$ cat src/rtl/packet_rx_parser_if.sv
// ============================================================================
// Module : packet_rx_parser_if
// Bundles the framed radio word stream and the decoded header outputs.
// Rev    : 1.0 - initial release
// ============================================================================
`default_nettype none

interface packet_rx_parser_if #(
  parameter int WORD_WIDTH = 16
);
  logic [WORD_WIDTH-1:0] in_word;
  logic                  in_valid;
  logic                  in_sop;
  logic                  in_eop;
  logic                  rssi_busy;

  logic [2:0]            fPacketType;
  logic [WORD_WIDTH-1:0] fSourceID;
  logic [WORD_WIDTH-1:0] destinationID;
  logic [WORD_WIDTH-1:0] fHopsFromCH;
  logic [WORD_WIDTH-1:0] fChosenCH;
  logic [WORD_WIDTH-1:0] fTimeslot;
  logic [3:0]            fPayloadLen;
  logic                  pkt_strobe;
  logic                  rx_err;
  logic                  channel_clear;

  modport master (
    output in_word, in_valid, in_sop, in_eop, rssi_busy,
    input  fPacketType, fSourceID, destinationID, fHopsFromCH, fChosenCH,
           fTimeslot, fPayloadLen, pkt_strobe, rx_err, channel_clear
  );

  modport slave (
    input  in_word, in_valid, in_sop, in_eop, rssi_busy,
    output fPacketType, fSourceID, destinationID, fHopsFromCH, fChosenCH,
           fTimeslot, fPayloadLen, pkt_strobe, rx_err, channel_clear
  );
endinterface

`default_nettype wire

$ cat src/rtl/packet_rx_parser.sv
// ============================================================================
// Module : packet_rx_parser
// Checks framed packets, decodes the 6-word header and drives carrier sense.
// Rev    : 1.0 - initial release
// ============================================================================
`default_nettype none

module packet_rx_parser #(
  parameter int WORD_WIDTH  = 16,
  parameter int MAX_PAYLOAD = 8,
  parameter int CCA_CYCLES  = 16
) (
  input  logic                clk,
  input  logic                rst,
  packet_rx_parser_if.slave   rx
);

  localparam int         CNT_W     = $clog2(CCA_CYCLES + 1);
  localparam logic [2:0] IDLE_TYPE = 3'b111;
  localparam logic [3:0] MAXP      = 4'(MAX_PAYLOAD);
  localparam logic [CNT_W-1:0] CCA_MAX = CNT_W'(CCA_CYCLES);

  typedef enum logic [2:0] {
    S_IDLE    = 3'd0,
    S_HDR     = 3'd1,
    S_PAYLOAD = 3'd2,
    S_DONE    = 3'd3,
    S_DROP    = 3'd4
  } state_t;

  state_t state_q, state_d;
  logic [2:0] wcnt_q, wcnt_d;
  logic [3:0] pcnt_q, pcnt_d;
  logic [2:0] sh_type_q, sh_type_d;
  logic [4:0][WORD_WIDTH-1:0] sh_q, sh_d;
  logic [CNT_W-1:0] idle_cnt_q, idle_cnt_d;

  logic good_d, bad_d;
  logic [3:0] plen_d;
  logic [3:0] pcnt_inc;

  logic [2:0]            ptype_q;
  logic [WORD_WIDTH-1:0] src_q, dst_q, hops_q, ch_q, ts_q;
  logic [3:0]            plen_q;
  logic                  strobe_q, err_q, clear_q;

  always_comb begin
    state_d   = state_q;
    wcnt_d    = wcnt_q;
    pcnt_d    = pcnt_q;
    sh_type_d = sh_type_q;
    sh_d      = sh_q;
    good_d    = 1'b0;
    bad_d     = 1'b0;
    plen_d    = 4'd0;
    pcnt_inc  = pcnt_q + 4'd1;

    if (rx.in_valid && rx.in_sop) begin
      // A sop always starts a new packet; any packet still open is dropped.
      bad_d     = (state_q == S_HDR) || (state_q == S_PAYLOAD) ||
                  (state_q == S_DROP) || rx.in_eop;
      sh_type_d = rx.in_word[2:0];
      wcnt_d    = 3'd1;
      pcnt_d    = 4'd0;
      state_d   = rx.in_eop ? S_IDLE : S_HDR;
    end else if (rx.in_valid) begin
      case (state_q)
        S_HDR: begin
          sh_d[wcnt_q - 3'd1] = rx.in_word;
          if (wcnt_q == 3'd5) begin
            if (!rx.in_eop) begin
              state_d = S_PAYLOAD;
            end else if (sh_type_q == IDLE_TYPE) begin
              bad_d   = 1'b1;
              state_d = S_IDLE;
            end else begin
              good_d  = 1'b1;
              state_d = S_DONE;
            end
          end else if (rx.in_eop) begin
            bad_d   = 1'b1;
            state_d = S_IDLE;
          end else begin
            wcnt_d = wcnt_q + 3'd1;
          end
        end
        S_PAYLOAD: begin
          if (rx.in_eop) begin
            if (pcnt_inc <= MAXP && sh_type_q != IDLE_TYPE) begin
              good_d  = 1'b1;
              plen_d  = pcnt_inc;
              state_d = S_DONE;
            end else begin
              bad_d   = 1'b1;
              state_d = S_IDLE;
            end
          end else if (pcnt_inc > MAXP) begin
            pcnt_d  = MAXP + 4'd1;
            state_d = S_DROP;
          end else begin
            pcnt_d = pcnt_inc;
          end
        end
        S_DROP: begin
          if (rx.in_eop) begin
            bad_d   = 1'b1;
            state_d = S_IDLE;
          end
        end
        S_DONE:  state_d = S_IDLE;
        default: state_d = S_IDLE;
      endcase
    end else if (state_q == S_DONE) begin
      state_d = S_IDLE;
    end

    if (rx.rssi_busy || rx.in_valid || state_q != S_IDLE) begin
      idle_cnt_d = '0;
    end else if (idle_cnt_q != CCA_MAX) begin
      idle_cnt_d = idle_cnt_q + 1'b1;
    end else begin
      idle_cnt_d = idle_cnt_q;
    end
  end

  always_ff @(posedge clk) begin
    if (rst) begin
      state_q    <= S_IDLE;
      wcnt_q     <= 3'd0;
      pcnt_q     <= 4'd0;
      sh_type_q  <= 3'd0;
      sh_q       <= '0;
      idle_cnt_q <= '0;
    end else begin
      state_q    <= state_d;
      wcnt_q     <= wcnt_d;
      pcnt_q     <= pcnt_d;
      sh_type_q  <= sh_type_d;
      sh_q       <= sh_d;
      idle_cnt_q <= idle_cnt_d;
    end
  end

  // Fields are loaded from the next-shadow so word 5 arriving with eop is included.
  always_ff @(posedge clk) begin
    if (rst) begin
      ptype_q  <= IDLE_TYPE;
      src_q    <= '0;
      dst_q    <= '0;
      hops_q   <= '0;
      ch_q     <= '0;
      ts_q     <= '0;
      plen_q   <= 4'd0;
      strobe_q <= 1'b0;
      err_q    <= 1'b0;
      clear_q  <= 1'b0;
    end else begin
      strobe_q <= good_d;
      err_q    <= bad_d;
      ptype_q  <= good_d ? sh_type_q : IDLE_TYPE;
      clear_q  <= (idle_cnt_d == CCA_MAX);
      if (good_d) begin
        src_q  <= sh_d[0];
        dst_q  <= sh_d[1];
        hops_q <= sh_d[2];
        ch_q   <= sh_d[3];
        ts_q   <= sh_d[4];
        plen_q <= plen_d;
      end
    end
  end

  assign rx.fPacketType   = ptype_q;
  assign rx.fSourceID     = src_q;
  assign rx.destinationID = dst_q;
  assign rx.fHopsFromCH   = hops_q;
  assign rx.fChosenCH     = ch_q;
  assign rx.fTimeslot     = ts_q;
  assign rx.fPayloadLen   = plen_q;
  assign rx.pkt_strobe    = strobe_q;
  assign rx.rx_err        = err_q;
  assign rx.channel_clear = clear_q;

endmodule

`default_nettype wire

$ cat src/flat_wrapper.sv
// flat-port wrapper written by rule: the top's interface ports become plain ports
module packet_rx_parser_flat 
#(
  parameter int WORD_WIDTH  = 16,
  parameter int MAX_PAYLOAD = 8,
  parameter int CCA_CYCLES  = 16
)
  (clk, rst, rx_in_word, rx_in_valid, rx_in_sop, rx_in_eop, rx_rssi_busy, rx_fPacketType, rx_fSourceID, rx_destinationID, rx_fHopsFromCH, rx_fChosenCH, rx_fTimeslot, rx_fPayloadLen, rx_pkt_strobe, rx_rx_err, rx_channel_clear);
  packet_rx_parser_if #(.WORD_WIDTH(WORD_WIDTH)) rx_i ();
  input  logic clk;
  input  logic rst;
  input wire logic [$bits(rx_i.in_word)-1:0] rx_in_word;
  input wire logic [$bits(rx_i.in_valid)-1:0] rx_in_valid;
  input wire logic [$bits(rx_i.in_sop)-1:0] rx_in_sop;
  input wire logic [$bits(rx_i.in_eop)-1:0] rx_in_eop;
  input wire logic [$bits(rx_i.rssi_busy)-1:0] rx_rssi_busy;
  output wire logic [$bits(rx_i.fPacketType)-1:0] rx_fPacketType;
  output wire logic [$bits(rx_i.fSourceID)-1:0] rx_fSourceID;
  output wire logic [$bits(rx_i.destinationID)-1:0] rx_destinationID;
  output wire logic [$bits(rx_i.fHopsFromCH)-1:0] rx_fHopsFromCH;
  output wire logic [$bits(rx_i.fChosenCH)-1:0] rx_fChosenCH;
  output wire logic [$bits(rx_i.fTimeslot)-1:0] rx_fTimeslot;
  output wire logic [$bits(rx_i.fPayloadLen)-1:0] rx_fPayloadLen;
  output wire logic [$bits(rx_i.pkt_strobe)-1:0] rx_pkt_strobe;
  output wire logic [$bits(rx_i.rx_err)-1:0] rx_rx_err;
  output wire logic [$bits(rx_i.channel_clear)-1:0] rx_channel_clear;
  assign rx_i.in_word = rx_in_word;
  assign rx_i.in_valid = rx_in_valid;
  assign rx_i.in_sop = rx_in_sop;
  assign rx_i.in_eop = rx_in_eop;
  assign rx_i.rssi_busy = rx_rssi_busy;
  assign rx_fPacketType = rx_i.fPacketType;
  assign rx_fSourceID = rx_i.fSourceID;
  assign rx_destinationID = rx_i.destinationID;
  assign rx_fHopsFromCH = rx_i.fHopsFromCH;
  assign rx_fChosenCH = rx_i.fChosenCH;
  assign rx_fTimeslot = rx_i.fTimeslot;
  assign rx_fPayloadLen = rx_i.fPayloadLen;
  assign rx_pkt_strobe = rx_i.pkt_strobe;
  assign rx_rx_err = rx_i.rx_err;
  assign rx_channel_clear = rx_i.channel_clear;
  packet_rx_parser #(.WORD_WIDTH(WORD_WIDTH), .MAX_PAYLOAD(MAX_PAYLOAD), .CCA_CYCLES(CCA_CYCLES)) u_core (.clk(clk), .rst(rst), .rx(rx_i));
endmodule
$ cat config.mk
export PLATFORM = sky130hd
export DESIGN_NAME = packet_rx_parser_flat
export DESIGN_NICKNAME = d
export VERILOG_FILES = /design/src/rtl/packet_rx_parser_if.sv /design/src/rtl/packet_rx_parser.sv /design/src/flat_wrapper.sv
export SDC_FILE = /design/constraint.sdc
export NUM_CORES = 1
export LEC_CHECK = 0
export CAP_MARGIN = 25
export CORE_ASPECT_RATIO = 0.5
export CORE_MARGIN = 4
export CORE_UTILIZATION = 53
export CTS_CLUSTER_DIAMETER = 80
export CTS_CLUSTER_SIZE = 40
export DETAILED_ROUTE_END_ITERATION = 10
export GPL_TIMING_DRIVEN = 0
export PLACE_DENSITY = 0.8
export RECOVER_POWER = 100
export SKIP_LAST_GASP = 1
export SLEW_MARGIN = 5
export SYNTH_ARGS = -nofsm -noshare
export SYNTH_HDL_FRONTEND = slang
export SYNTH_SLANG_ARGS = --single-unit
$ cat constraint.sdc
create_clock -name clk -period 3.27 [get_ports clk]
set_clock_uncertainty 0.2 [all_clocks]
set_input_delay 0.981 -clock clk [delete_from_list [all_inputs] [get_ports clk]]
set_output_delay 0.981 -clock clk [all_outputs]
set_load 0.005 [all_outputs]
==> summary.txt, run 1 <==
Placed design
  • Gpl congestion: 0.864
  • Dpl ws: -735 ps
  • Inst Count DP: 987
  • PortBufs: 109
  • Post-DP HPWL: 13.2 mm

Drt
  • Initial DRC count: 414
  • Post-Route WL: 19.2 mm
  • Top sig layer: met4
  • Vias: 5892
  • Routed wl met3: 1.02 mm
  • First-pass DRT Iterations: 5
  • M1 wire length: 8.62 mm
  • Antenna Nets Post-Route: 0
  • DR DRC count: 0
  • Vias per cell: 5.78
  • Wire length per cell: 18.8 um
  • WL met2: 9.18 mm

Floorplan
  • Core ar.: 0.0130 mm2
  • Initial core utilization: 55.5%
  • Die Wd: 173 um
  • Die Ht: 90.4 um
  • FP Rows: 29
  • Die Area: 0.0156 mm2
  • Top-Level Pins: 112

Synth
  • Syn Inst Count: 708
  • Area leader, netlist: dfxtp_1
  • Syn. warnings: 0
  • Post-synthesis cell area: 0.00719 mm2
  • Post-synth cell types: 54
  • Syn Area/Cell: 10.2 um2
  • Post-synth ARST share: 0%
  • Yosys reg bits: 188
  • Main synth FF type: dfxtp_1
  • Net count after synthesis: 736
  • Synth area leaders: dfxtp_1 52%, mux2i_1 11%, a211oi_1 6.4%
  • EDFF count, synth: 0
  • Part of the Yosys area used for sequential elements: 52.3%
  • Synth top area share: 52.3%

CTS
  • CTS H-Tree Depth: 4
  • Cts bufs inserted: 17
  • CTS root buffer: clkbuf_16
  • TritonCTS clock tree: yes
  • Clock Tree Buf Depth: 2
  • Hold-fix buffers at CTS: 0
  • CTS Sinks: 188
  • Skew-Pair Late Insertion Delay: 420 ps
  • Worst-path clk slew: 70 ps

STA
  • Final setup violating endpoints: 0
  • Actual slew at the worst max-slew pin: 655 ps
  • Final period utilization: 96.1%
  • Smallest setup slack after layout: 127 ps
  • Worst rel slew slack: 56.0%
  • Period minus WS final: 3140 ps
  • RSZ-0062 raised after global routing: false
  • Slew Limit Fails: 0
  • Setup total negative slack: 0 ps
  • Hold Vio Cnt, Final: 0
  • F_max: 0.318 GHz

Global routing
  • Global route overflow: 0
  • Largest net degree at the start of global routing: 20
  • Vias in the first global route: 5889
  • GRT Resource Usage Total: 24.3%
  • First-pass GRT wire length: 30.8 mm
  • Initial antenna violation count: 0

Finish
  • Commonest non-fill, non-tap cells in the layout: 188 x dfxtp_1, 91 x nor2_1, 91 x dlygate4sd3_1
  • Final nets: 865
  • # diodes: 0
  • Finished Layout Cells: 1020
  • Syn-to-layout area delta: 27.1%
  • Share of cells above drive strength 1: 11.8%
  • Commonest non-fill, non-tap cell in the layout: dfxtp_1

Power
  • PwrDens: 497 mW/mm2
  • Leakage power: 3.49 nW
  • Peak supply drop: 409 uV

Critical path
  • Crit. End Element: flop
  • Worst Path Required: 3360 ps
  • CP Class: in2reg
  • Crit start category: primary input
  • Crit-path max FO: 6
  • Arrival @ worst endpoint: 3230 ps

Worst hold path
  • Min-Delay Path Class: reg2reg

Run status
  • Outcome: finished, final reports clean

Flow run
  • MaxCap Viol Count: 0
[cell families (layout without fill, tap and decap cells)]
family	count (synthesis)	after routing	share of synthesized area [%]
and+or+nand+nor	240	240	16.3
buffers and inverters	66	208	4.56
DFF	188	188	52.3
AOI/OAI and AO/OA	118	118	13.4
muxes	81	81	11.3
xor gates and xnor gates	9	9	1.10
adders and majority gates	6	6	1.04
[path summary, 6_finish.rpt]
check	from	end	slack (ps)	depth (start not counted)
hold reg to reg	u_core.rx.fPayloadLen[3]$_SDFFE_PP0P_	u_core.rx.fPayloadLen[3]$_SDFFE_PP0P_	270	1
setup reg to reg	u_core.wcnt_q[0]$_SDFFE_PP0P_	u_core.rx.fChosenCH[15]$_SDFFE_PP0P_	230	8
setup / recovery	rx_in_valid	u_core.rx.fChosenCH[15]$_SDFFE_PP0P_	130	7
hold / removal	u_core.rx.fPayloadLen[3]$_SDFFE_PP0P_	u_core.rx.fPayloadLen[3]$_SDFFE_PP0P_	270	1
[through the flow]
stage / util (%) / instance area, um2 / hold slack (ps) / total power, mW
3_3_place_gp: 65.6 / 8500 / 250 / 2.51
5_1_grt: 70.5 / 9140 / 284 / 4.67
2_1_floorplan: - / 7190 / 253 / 2.43
3_5_place_dp: 65.6 / 8500 / 259 / 2.51
6_report: 70.5 / 9140 / 267 / 4.54
4_1_cts: 70.3 / 9110 / 278 / 4.55
[power breakdown]
part / leakage, nW / switching, mW / internal, mW
combinational: 1.68 / 0.110 / 0.0503
clock: 0.297 / 0.984 / 1.10
sequential: 1.51 / 0.00535 / 2.29
total: 3.49 / 1.10 / 3.44
[synthesized netlist by cell type, types with 2 or more instances]
master and number:
xnor2_1 5, buf_2 19, nand2b_1 5, a211oi_2 20
and3_1 3, o2bb2ai_1 3, inv_1 7, clkbuf_1 29
a211oi_1 61, nor2_1 91, nand3_1 10, buf_1 2
a31oi_1 2, o211ai_1 3, nor2b_1 3, nor3b_1 3
nand2_1 16, buf_4 4, ha_1 6, buf_6 4
a21oi_1 10, nor3_1 84, dfxtp_1 188, xor2_1 4
o21ai_0 7, or3_1 10, nor4_1 3, mux2i_1 80
[what timing repair did]
| item | in CTS | in global routing |
|---|---|---|
| buffers inserted | 0 | 1 |
| cloned | 0 | 1 |
| setup endpoints to repair | 83 | 91 |
| pin swaps | 0 | 1 |
| gates resized for setup | 10 | 8 |
[sequential cells by signal, summed over array words and instances, names as in the netlist, 4 cells and up]
signal	count
u_core.idle_cnt_q	5
u_core.rx.destinationID	16
u_core.pcnt_q	4
u_core.sh_q	80
u_core.rx.fHopsFromCH	16
u_core.rx.fPayloadLen	4
u_core.rx.fSourceID	16
u_core.rx.fChosenCH	16
u_core.rx.fTimeslot	16
[worst max-delay path: stages]
cell,delay (ps)
clkdlybuf4s50_1,530
nand2b_2,150
or3b_4,440
nor3_2,340
clkbuf_2,320
mux2i_1,340
a211oi_1,120
[layer usage]
metal	up-vias	track usage, %
li1	2823	-
met5	-	0
met2	168	40.6
met3	30	4.68
met4	0	7.76
met1	2871	32.1
[cell type report]
type	count	area [um2]
fill	971	3820
tap	170	213
buffer	58	312
sequential	188	3760
inverter	7	26.3
clock buffer	17	425
timing repair buffer	111	1100
clock inverter	15	175
multi-input combinational	454	3120
(Power assumes the default switching activity.)
==> inputs of run 2 (changes only) <==
CORE_UTILIZATION = 55   (was 53)
PLACE_DENSITY = 0.82   (was 0.8)
clock period = 3.8 ns   (was 3.27 ns; I/O delays follow)
==> run 2 against run 1 <==
Critical path depth up 1. Final cell count down 0.29%. Combinational power down 15%. Critical path type unchanged. Non-clock buffer count down 2. Clock power down 19%. Sequential share of layout area up 0.58 points. Utilization up 0.20 points. Cell area down 1.4%. Highest routed layer unchanged. Routed wire length down 0.53%. Via count up 0.42%.
==> summary.txt, run 2 (synthesis gave the netlist of run 1 again) <==
Run status
  • Outcome: finished, final reports clean

Global routing
  • Initial antenna violation count: 0 (unchanged)
  • Grt met1 use: 33.2% (+1.2 points)
  • GRT met2 Usage: 43.3% (+2.6 points)
  • Grt met3 use: 3.79% (-0.89 points)
  • Global route overflow: 0 (unchanged)
  • GRT Resource Usage Total: 25.4% (+1.1 points)
  • Vias in the first global route: 5722 (-2.8%)
  • Largest net degree at the start of global routing: 19 (-5.0%)
  • Most used routing layer: met2
  • First-pass GRT wire length: 29.9 mm (-2.9%)

Critical path
  • R2r startpoint: u_core.wcnt_q[0]$_SDFFE_PP0P_
  • Worst R2R Setup Slack: 400 ps (+170 ps)
  • Worst Path Required: 3930 ps (+570 ps)
  • Arrival @ worst endpoint: 3860 ps (+630 ps)
  • Crit. End Element: flop
  • Worst reg2reg path depth: 8 (unchanged)
  • Crit start category: primary input
  • CP Class: in2reg
  • Crit-path max FO: 10 (+4)
  • RR Endpoint: u_core.rx.fChosenCH[13]$_SDFFE_PP0P_

STA
  • Final setup violating endpoints: 0 (unchanged)
  • Slew Limit Fails: 0 (unchanged)
  • Hold Vio Cnt, Final: 0 (unchanged)
  • Smallest setup slack after layout: 64.9 ps (-62.5 ps)
  • RSZ-0062 raised after global routing: true
  • Actual slew at the worst max-slew pin: 945 ps (+290 ps)
  • Worst rel slew slack: 36.7% (-19 points)
  • Period minus WS final: 3740 ps
  • F_max: 0.268 GHz
  • Final period utilization: 98.3%

Floorplan
  • Die Area: 0.0151 mm2 (-3.4%)
  • Core ar.: 0.0127 mm2 (-1.7%)
  • Initial core utilization: 56.5% (+0.95 points)
  • FP Rows: 29 (unchanged)
  • Die Ht: 88.9 um (-1.7%)
  • Top-Level Pins: 112 (unchanged)
  • Die Wd: 170 um (-1.8%)

Drt
  • Wire length per cell: 18.8 um (-0.23%)
  • First-pass DRT Iterations: 5 (unchanged)
  • Antenna Nets Post-Route: 0 (unchanged)
  • DR DRC count: 0 (unchanged)
  • Vias per cell: 5.82 (+0.72%)
  • Vias: 5917 (+0.42%)
  • Initial DRC count: 409 (-1.2%)
  • Post-Route WL: 19.1 mm (-0.53%)

CTS
  • CTS root buffer: clkbuf_16
  • Skew-Pair Late Insertion Delay: 430 ps (about the same)
  • CTS Sinks: 188 (unchanged)
  • TritonCTS clock tree: yes
  • CTS H-Tree Depth: 4 (unchanged)
  • Clock Tree Buf Depth: 2 (unchanged)
  • Cts bufs inserted: 17 (unchanged)
  • Worst-path clk slew: 70 ps (about the same)
  • Postcts setup bufs: 0 (unchanged)

Finish
  • Commonest non-fill, non-tap cell in the layout: dfxtp_1
  • Share of cells above drive strength 1: 9.92% (-1.8 points)
  • Max reg flops: 80 (unchanged)
  • Commonest non-fill, non-tap cells in the layout: 188 x dfxtp_1, 92 x nor2_1, 91 x dlygate4sd3_1
  • # diodes: 0 (unchanged)
  • Design area: 0.00901 mm2 (-1.4%)
  • Top reg by flops: u_core.sh_q
  • Final nets: 863 (-0.23%)
  • Syn-to-layout area delta: 25.3%

Placed design
  • Placed Area: 0.00850 mm2 (unchanged)
  • Gpl congestion: 0.870 (+0.72%)
  • PortBufs: 109 (unchanged)
  • Post-DP HPWL: 13.0 mm (-1.5%)
  • Dpl ws: -302 ps (+433 ps)

Power
  • Peak supply drop: 305 uV (-25%)
  • PwrDens: 423 mW/mm2 (-15%)
  • Leakage power: 3.41 nW (-2.2%)

Worst hold path
  • Hold path endpoint: u_core.rx.fPayloadLen[1]$_SDFFE_PP0P_
  • Hold path startpoint: u_core.rx.fPayloadLen[1]$_SDFFE_PP0P_
  • Min-Delay Path Class: reg2reg
  • Worst Hold Depth: 1 (unchanged)

Flow run
  • MaxCap Viol Count: 0 (unchanged)
==> run 2: per-stage QoR <==
stage / hold WS, ps / std cells / setup TNS (ps) / power, mW / util, %
CTS: 274 / 1018 / 0 / 3.81 / 71.1
global route: 289 / 1017 / -33.4 / 3.91 / 70.7
global placement: 250 / 987 / -14540 / 2.16 / 66.7
detailed placement: 258 / 987 / -18650 / 2.16 / 66.7
finish: 268 / 1017 / 0 / 3.81 / 70.7
floorplan: 253 / 708 / 0 / 2.09 / -
==> run 2: worst max path at each step <==
stage	start	to	depth (start not counted)
after floorplan	rx_in_sop	u_core.rx.fSourceID[0]$_SDFFE_PP0P_	8
after detailed placement	rx_in_valid	u_core.rx.fSourceID[0]$_SDFFE_PP0P_	8
after CTS	rx_in_valid	u_core.rx.fSourceID[0]$_SDFFE_PP0P_	8
final	rx_in_valid	u_core.rx.fHopsFromCH[4]$_SDFFE_PP0P_	8
after global placement	rx_in_valid	u_core.rx.fSourceID[0]$_SDFFE_PP0P_	8
after global routing	rx_in_valid	u_core.rx.fHopsFromCH[4]$_SDFFE_PP0P_	8
==> run 2: final cells by class <==
cell class | count | area [um2]
flip-flops and latches | 188 | 3760
well taps | 170 | 213
plain buffers | 58 | 280
fillers | 934 | 3730
clock buffers | 17 | 425
repair buffers | 109 | 1090
clock inverters | 14 | 129
multi-input cells | 454 | 3080
inverters | 7 | 26.3
==> run 2: metal layers <==
metal  wire [um]  vias up
met5           0        -
met4         402        0
met3        1010       40
met2        9080      185
met1        8580     2885
li1            -     2807
==> run 2: what timing repair did <==
item / in CTS / in global routing
hold buffers: 0 / 0
endpoints found under the setup margin: 0 / 80
resized for setup: 0 / 4
==> run 2: power breakdown <==
group          total [mW]  leakage [nW]  switching [mW]  internal [mW]
combinational       0.137          1.63          0.0945         0.0428
sequential           1.98          1.51         0.00531           1.97
clock                1.69         0.265           0.829          0.863
total                3.81          3.41           0.929           2.88
==> run 2: worst max-delay path: stages <==
cell and delay, ps:
clkdlybuf4s50_1 520, nand2b_1 190, or3_1 410, nor4_1 370, buf_2 380, buf_1 450
nor3_1 110, a211oi_1 290
